`src/rtl/step_feature_extractor.sv`:
```
// Windowed peak-to-peak / mean feature extractor for accelerometer magnitude samples.
// Optional macro STEP_FEAT_DEADBAND_EN zeroes feat_A when the window swing is below NOISE_FLOOR.
module step_feature_extractor #(
  parameter int WINDOW_LOG2 = 3,
  parameter int NOISE_FLOOR = 8
) (
  input  logic       clk,
  input  logic       rst,
  input  logic [7:0] sample_in,
  input  logic       sample_valid,
  output logic       sample_ready,
  output logic [7:0] feat_A,
  output logic [7:0] feat_B,
  output logic       feat_valid,
  input  logic       feat_ready,
  output logic [7:0] win_count
);

  localparam int SW = 8 + WINDOW_LOG2;
  localparam logic [WINDOW_LOG2-1:0] CNT_LAST = '1;

  logic [WINDOW_LOG2-1:0] cnt;
  logic [SW-1:0]          sum;
  logic [7:0]             min_q;
  logic [7:0]             max_q;

  logic                   last;
  logic                   accept;
  logic                   close;
  logic [7:0]             min_n;
  logic [7:0]             max_n;
  logic [SW-1:0]          sum_n;
  logic [7:0]             diff_n;
  logic [7:0]             feat_a_n;

  assign last = (cnt == CNT_LAST);
  // The closing sample waits until the pending pair is taken, so a result is never overwritten.
  assign sample_ready = !(last && feat_valid && !feat_ready);
  assign accept = sample_valid && sample_ready;
  assign close  = accept && last;

  always_comb begin
    min_n = sample_in;
    max_n = sample_in;
    sum_n = {{WINDOW_LOG2{1'b0}}, sample_in};
    if (cnt != '0) begin
      if (min_q < sample_in) min_n = min_q;
      if (max_q > sample_in) max_n = max_q;
      sum_n = sum + {{WINDOW_LOG2{1'b0}}, sample_in};
    end
    diff_n = max_n - min_n;
  end

`ifdef STEP_FEAT_DEADBAND_EN
  assign feat_a_n = (int'(diff_n) < NOISE_FLOOR) ? 8'd0 : diff_n;
`else
  localparam int unused_noise_floor = NOISE_FLOOR;
  assign feat_a_n = diff_n;
`endif

  always_ff @(posedge clk) begin
    if (rst) begin
      cnt        <= '0;
      sum        <= '0;
      min_q      <= 8'hFF;
      max_q      <= 8'h00;
      feat_A     <= 8'h00;
      feat_B     <= 8'h00;
      feat_valid <= 1'b0;
      win_count  <= 8'h00;
    end else begin
      if (accept) begin
        cnt   <= cnt + 1'b1;
        sum   <= sum_n;
        min_q <= min_n;
        max_q <= max_n;
      end
      // A close on the same edge as a consume keeps feat_valid high with the new pair.
      if (close) begin
        feat_A     <= feat_a_n;
        feat_B     <= sum_n[SW-1:WINDOW_LOG2];
        feat_valid <= 1'b1;
        win_count  <= win_count + 8'd1;
      end else if (feat_valid && feat_ready) begin
        feat_valid <= 1'b0;
      end
    end
  end

endmodule

```
`config.mk`:
```
export PLATFORM = sky130hd
export DESIGN_NAME = step_feature_extractor
export DESIGN_NICKNAME = d
export VERILOG_FILES = /design/src/rtl/step_feature_extractor.sv
export SDC_FILE = /design/constraint.sdc
export NUM_CORES = 1
export LEC_CHECK = 0
export CORE_MARGIN = 2
export CORE_UTILIZATION = 60
export DETAILED_ROUTE_END_ITERATION = 7
export DONT_BUFFER_PORTS = 1
export GPL_TIMING_DRIVEN = 0
export MAX_ROUTING_LAYER = met4
export PLACE_DENSITY_LB_ADDON = 0.05
export SKIP_LAST_GASP = 1
export SLEW_MARGIN = 10
export SYNTH_ARGS = -nofsm -noshare
export SYNTH_HDL_FRONTEND = slang
export SYNTH_SLANG_ARGS = --single-unit
```
`constraint.sdc`:
```
create_clock -name clk -period 10.6 [get_ports clk]
set_input_delay 2.12 -clock clk [delete_from_list [all_inputs] [get_ports clk]]
set_output_delay 2.12 -clock clk [all_outputs]
set_load 0.01 [all_outputs]
```
==> impl_results.md <==
* Multi-input gate area at 0.00226 mm2
* Post-route DRC at 0
* Final net count at 503
* Max IR drop VDD at 0.0877 mV
* DR pass1 iterations at 5
* Ys async rst share at 0
* Area contributors post-synth: dfxtp_1, ha_1, nor2_1, a21oi_1, nand2_1
* Max-slew violations at 0
* H-Tree Depth at 2
* Row count at 27
* Place WS at 4.33 ns
* Setup violators final at 0
* Crit path time final at 6.06 ns
* Met1 usage at 0.394
* Core Footprint at 0.00561 mm2
* 1st-iter DRT viols at 242
* Die width at 80.8 um
* Post-Synthesis Cells at 449
* Met3 usage at 0.0589
* Syn nets at 496
* Fin Clk Skew at 0.0122 ns
* Met2 Track Usage GR at 0.476
* Non-Filler Instances at 529
* Xor/xnor cell area share of the yosys netlist at 0.0371
* Post-Synth Simple-Gate Area at 0.221
* CTS tree: yes
* Diode count at 0
* Clock Latency Late Sink at 0.32 ns
* Slew HR at 0.493
* Crit-path cells: clkinv_1, ha_1, nand2_1, o21ai_1, nand3_1, and2_1, buf_2, clkbuf_1, a21oi_1, inv_1, fa_1, maj3_1, a2111oi_1, or4_1, o211ai_1
* RSZ-0062 raised after global routing: false
* Sink Count at 55
* Final Hold Vio Count at 0
* Critical path class: input port to flop
* Starting Density at 0.632
* Post-synth EDFFs at 0
* Hold WC Path Type: flop to flop
* Adder-cell share of the synthesized area at 0.131
* Most common cell in the netlist: nor2_1
* Worst-Margin Slew at 0.758 ns
* Number of synthesis warnings at 0
* Largest delay contributor family on the critical path: compound AO/OA/AOI/OAI gates
* CP max FO at 10
* Final worst-path setup slack at 4.54 ns
* Clock transition at path regs at 0.12 ns
* DP Wirelength at 7150 um
* TritonCTS Buffers at 5
* PortBufs at 0
* Routability cong. at 0.913
* Initial antenna violation count at 0
* Vias in the first global route at 3046
* Setup Fix Bufs, Post-CTS at 0
* Outcome: complete, no violations
* Maxcap violations at 0
* Seq cells post-synth at 55
* Mux share of post-synthesis cell area at 0.00848
* Die Y at 80.8 um
* Antenna Nets Post-Route at 0
* Routed via count at 3315
* TNS Setup at 0 ns
* Worst Path Required at 10.80 ns
* Syn avg cell area at 7.89 um2
* Total gr overflow at 0
* Worst Path Buf+Inv at 4
* Slowest stage delay, CP at 0.62 ns
* Pwr per Cell Area at 132 mW/mm2
* GRT Max-Usage Layer: met2
* Clk buf depth at 2
* Global-route wire length before repair at 14800 um
* Largest area contributor in the netlist: dfxtp_1
* Final Cycle Share at 0.572
* Top FF cell, synth: dfxtp_1
* Crit path DAT at 6.26 ns
* Yosys top cell area share at 0.311
* I/O pin count at 38
* Final WL at 9320 um
* Largest net degree at the start of global routing at 20
* Crit end category: flop
* Dpl cells at 521
* Final hold slack at 0.487 ns
* Register area at 0.00110 mm2
* Die footprint at 0.00653 mm2
* Fillers at 499
* Slowest CP cell: a2111oi_1
* Startpoint types: input port
* GRT Resource Usage Total at 0.305
* Register area share after synthesis at 0.311
* List of most frequent post-synthesis cells: nor2_1, dfxtp_1, nand2_1, a21oi_1, ha_1
* Hold-fix buffers at CTS at 0
* Clock root buffer: clkbuf_8
* Count of different cell masters after synthesis at 62
* Via-to-Cell Ratio at 6.27
* Largest family of logic cells by synthesized area: compound AO/OA/AOI/OAI gates
* Wire per inst at 17.6 um
* Static leakage at 1.44 nW
* P&R area growth vs syn at 5.26%
* Syn Std Cell Area at 0.00354 mm2
* Layout cells sized above 1 at 0.0350
* Compound-Gate Fraction of Synth Area at 0.240
* Post_cts resized at 0
* Fmax achieved at 0.165 GHz
## layout make-up
class                           count  area share
Inverter                           26      0.0262
Multi-Input combinational cell    345       0.605
Clock inverter                      3     0.00738
Buffer                             23      0.0235
Clock buffer                        5      0.0185
Sequential cell                    55       0.295
Tap cell                           72      0.0242
## per-stage QoR
step | util | cell area [um2] | total power, mW
after global placement | 0.648 | 3630 | 0.362
final | 0.665 | 3730 | 0.492
after detailed placement | 0.648 | 3630 | 0.366
after global routing | 0.665 | 3730 | 0.518
after CTS | 0.665 | 3730 | 0.492
after floorplan | - | 3540 | 0.332
## cells in the final DEF, fill, tap and decap left out, types with 3 or more instances in the layout
cell and instances:
a211oi_1 14, nor2b_1 8, dfxtp_1 55, ha_1 33, or3_1 3, nand3_1 6
clkbuf_8 5, and3_1 3, o21ai_0 27, nor3_1 15, nand2_1 43, xor2_1 7
clkbuf_1 21, nor2_1 57, a22oi_1 3, o211ai_1 12, inv_1 24, o21ai_1 3
nand3b_1 7, mux2i_1 3, o21a_1 3, xnor2_1 8, a21oi_1 36, nand4_1 7
a311oi_1 5
## registers in the layout, summed over array words and instances (netlist names), named ones only
register,flops
feat_valid,1
win_count,8
min_q,8
max_q,7
feat_A,8
cnt,3
feat_B,8
sum,11
## logic make-up after synthesis
family / count (synthesis)
multiplexers: 3
AND/OR/NAND/NOR: 164
adder cells (fa/ha/maj): 36
flip-flops: 55
XOR/XNOR: 15
AO/OA/AOI/OAI: 127
buffers and inverters: 49
## where the power goes
| group | internal [mW] | switching (mW) | leakage [nW] | total [mW] |
|---|---|---|---|---|
| sequential | 0.215 | 0.00699 | 0.449 | 0.222 |
| combinational | 0.0533 | 0.0889 | 0.940 | 0.142 |
| clock | 0.0488 | 0.0785 | 0.0463 | 0.127 |
## tightest hold or removal path, delay by kind of cell (launching register included)
kind               cells  cell delay [ns]
and+or+nand+nor        1             0.06
AOI/OAI and AO/OA      1             0.05
DFF                    1             0.34
## metal layers
| layer | vias to the layer above | part of all wire | wire [um] |
|---|---|---|---|
| met4 | 0 | 0.025 | 229 |
| met1 | 1559 | 0.45 | 4200 |
| met2 | 102 | 0.46 | 4280 |
| li1 | 1632 | - | - |
| met3 | 22 | 0.065 | 609 |
| met5 | - | 0 | 0 |
## worst paths after layout
kind,start,to,slack (ns),depth (start not counted)
setup / recovery,sample_in[2],feat_A[6],4.54,15
hold / removal,cnt[2],cnt[2],0.49,2
setup reg to reg,min_q[2],feat_A[6],6.25,14
hold reg to reg,cnt[2],cnt[2],0.49,2
(Power assumes the default switching activity.)
==> variant, RTL diff (same settings) <==
Set the parameter `WINDOW_LOG2` to 2 (it was 3).
--- a/src/rtl/step_feature_extractor.sv
+++ b/src/rtl/step_feature_extractor.sv
@@ -2,5 +2,5 @@
 // Optional macro STEP_FEAT_DEADBAND_EN zeroes feat_A when the window swing is below NOISE_FLOOR.
 module step_feature_extractor #(
-  parameter int WINDOW_LOG2 = 3,
+  parameter int WINDOW_LOG2 = 2,
   parameter int NOISE_FLOOR = 8
 ) (
Check against the original RTL: not equivalent (a bounded check fails within 10 cycles, from zero or initial values and one cycle with rst high).
==> variant against the unedited design <==
Clock power fell by 3%. Largest power group unchanged. Synthesized area fell by 5.7%. Power fell by 5.2%. Count of clock-buffer cells in the layout did not move. Sequential cell count fell by 2. Global-route usage fell by 2.4 points. Setup slack got worse by 340 ps. Final area fell by 5.4%. Non-clock buffer count fell by 3. Wire length fell by 13%.
==> variant: results (changes against the unedited design) <==
Status
  • Outcome: finished clean (unchanged)

Cells and area
  • Final nets: 456 (was 503)
  • Filler Cells Inserted: 492 (was 499)
  • Biggest register: sum (unchanged)
  • Flip-flop count of the largest register after layout: 10 (was 11)
  • Share of cells above drive strength 1: 5.60% (was 3.50%)
  • Antenna diode count: 0 (unchanged)

Yosys
  • Yosys reg bits: 53 (was 55)
  • Count of cell types in the netlist: 51 (was 62)
  • Post-synth net total: 449 (was 496)
  • Seq/Total Area, Yosys: 31.7% (was 31.1%)
  • Post-synthesis area per instance: 8.29 µm² (was 7.89 µm²)
  • Area contributors post-synth: dfxtp_1 (32%), ha_1 (12%), nor2_1 (6.4%) (was dfxtp_1 (31%), ha_1 (12%), nor2_1 (6.0%))
  • Ys Warns: 0 (unchanged)
  • Post-synth top cells: nor2_1 (57), dfxtp_1 (53), ha_1 (32) (was nor2_1 (57), dfxtp_1 (55), nand2_1 (43))

Clock tree
  • Num CTS Buffers: 5 (unchanged)
  • CTS root buf: clkbuf_8 (unchanged)
  • Post-CTS Setup Inserts: 0 (unchanged)
  • Clock latency at the later pin of the worst-skew pair: 310 ps
  • Clock transition at path regs: 110 ps
  • CTS H-tree depth: 2 (unchanged)
  • Clock Path Buffers: 2 (unchanged)

Placement
  • DP Wirelength: 6090 µm (was 7150 µm)
  • DP Area: 0.00343 mm² (was 0.00363 mm²)
  • IO buf count: 0 (unchanged)
  • Placer congestion estimate: 0.867 (was 0.913)
  • Setup slack at placement: 3970 ps (was 4330 ps)

Global route
  • Vias in the first global route: 2725 (was 3046)
  • Global-route wire length before repair: 13200 µm (was 14800 µm)
  • GRT Total Usage: 28.1% (was 30.5%)
  • Largest net degree at the start of global routing: 19 (was 20)
  • Initial antenna violation count: 0 (unchanged)

Timing
  • Layout Skew: 11.4 ps (was 12.2 ps)
  • Worst-Margin Slew: 597 ps (was 758 ps)

Detailed routing
  • Met3 routed WL: 452 µm (was 609 µm)
  • DR iter-0 viols: 146 (was 242)
  • Met2 routed WL: 3750 µm (was 4280 µm)
  • Met1 WL: 3750 µm (was 4200 µm)
  • Pre-antenna DRT Iters: 5 (unchanged)
  • Vias: 2873 (was 3315)
  • WL/cell: 16.8 µm (was 17.6 µm)
  • Top Layer Used: met4 (unchanged)

Pwr
  • Pleak: 1.45 nW (was 1.44 nW)
  • Sw frac: 33.7% (was 35.5%)
  • Peak VDD IR: 89.9 µV (was 87.7 µV)

Critical path
  • Delay-heaviest family, CP: compound AO/OA/AOI/OAI gates (unchanged)
  • Crit path launch type: primary input (unchanged)
  • CP peak stage delay: 460 ps (was 620 ps)
  • Crit path arrival time: 6580 ps (was 6260 ps)
  • CP max stage cell: buf_1 (was a2111oi_1)

Min path
  • Worst min path class: reg2reg (unchanged)
[variant: layout make-up]
cell class	count	area [µm²]	share of cell area, %
Multi-Input combinational cell	306	2110	59.8
Clock buffer	5	68.8	1.95
Clock inverter	3	25.0	0.710
Buffer	20	82.6	2.34
Inverter	24	90.1	2.56
Sequential cell	53	1060	30.1
Tap cell	72	90.1	2.56
[variant: metal layers]
metal,track usage [%],vias up
li1,-,1434
met1,36.1,1355
met2,44.5,69
met3,5.86,15
met4,9.12,0
met5,-,-
[variant: logic make-up after synthesis]
kind of cell,count (synthesis),synth area share [%]
buffers and inverters,44,5.17
multiplexers,16,4.98
XOR/XNOR,18,4.72
AND/OR/NAND/NOR,142,19.9
flip-flops,53,31.7
AO/OA/AOI/OAI,95,20.0
adder cells (fa/ha/maj),35,13.5
[variant: final timing paths]
| check | startpoint | endpoint | slack [ps] | cells after the start |
|---|---|---|---|---|
| hold reg to reg | cnt[1] | cnt[1] | 490 | 2 |
| setup / recovery | sample_in[3] | feat_A[7] | 4190 | 18 |
| setup reg to reg | max_q[1] | feat_A[7] | 6220 | 17 |
| hold / removal | cnt[1] | cnt[1] | 490 | 2 |
[variant: stage by stage]
stage               power, W  hold slack, ps  instances
floorplan           0.000317             453        403
global placement    0.000342             460        475
detailed placement  0.000345             471        475
CTS                 0.000466             486        483
global route        0.000491             512        483
finish              0.000466             485        483
[variant: power groups by stage]
| stage | clock network [W] | logic (W) | registers [W] |
|---|---|---|---|
| 3_3_place_gp | 0 | 0.000121 | 0.000221 |
| 5_1_grt | 0.000131 | 0.000142 | 0.000218 |
| 6_report | 0.000123 | 0.000126 | 0.000217 |
| 2_1_floorplan | 0 | 0.0000978 | 0.000219 |
| 3_5_place_dp | 0 | 0.000124 | 0.000221 |
| 4_1_cts | 0.000124 | 0.000125 | 0.000217 |
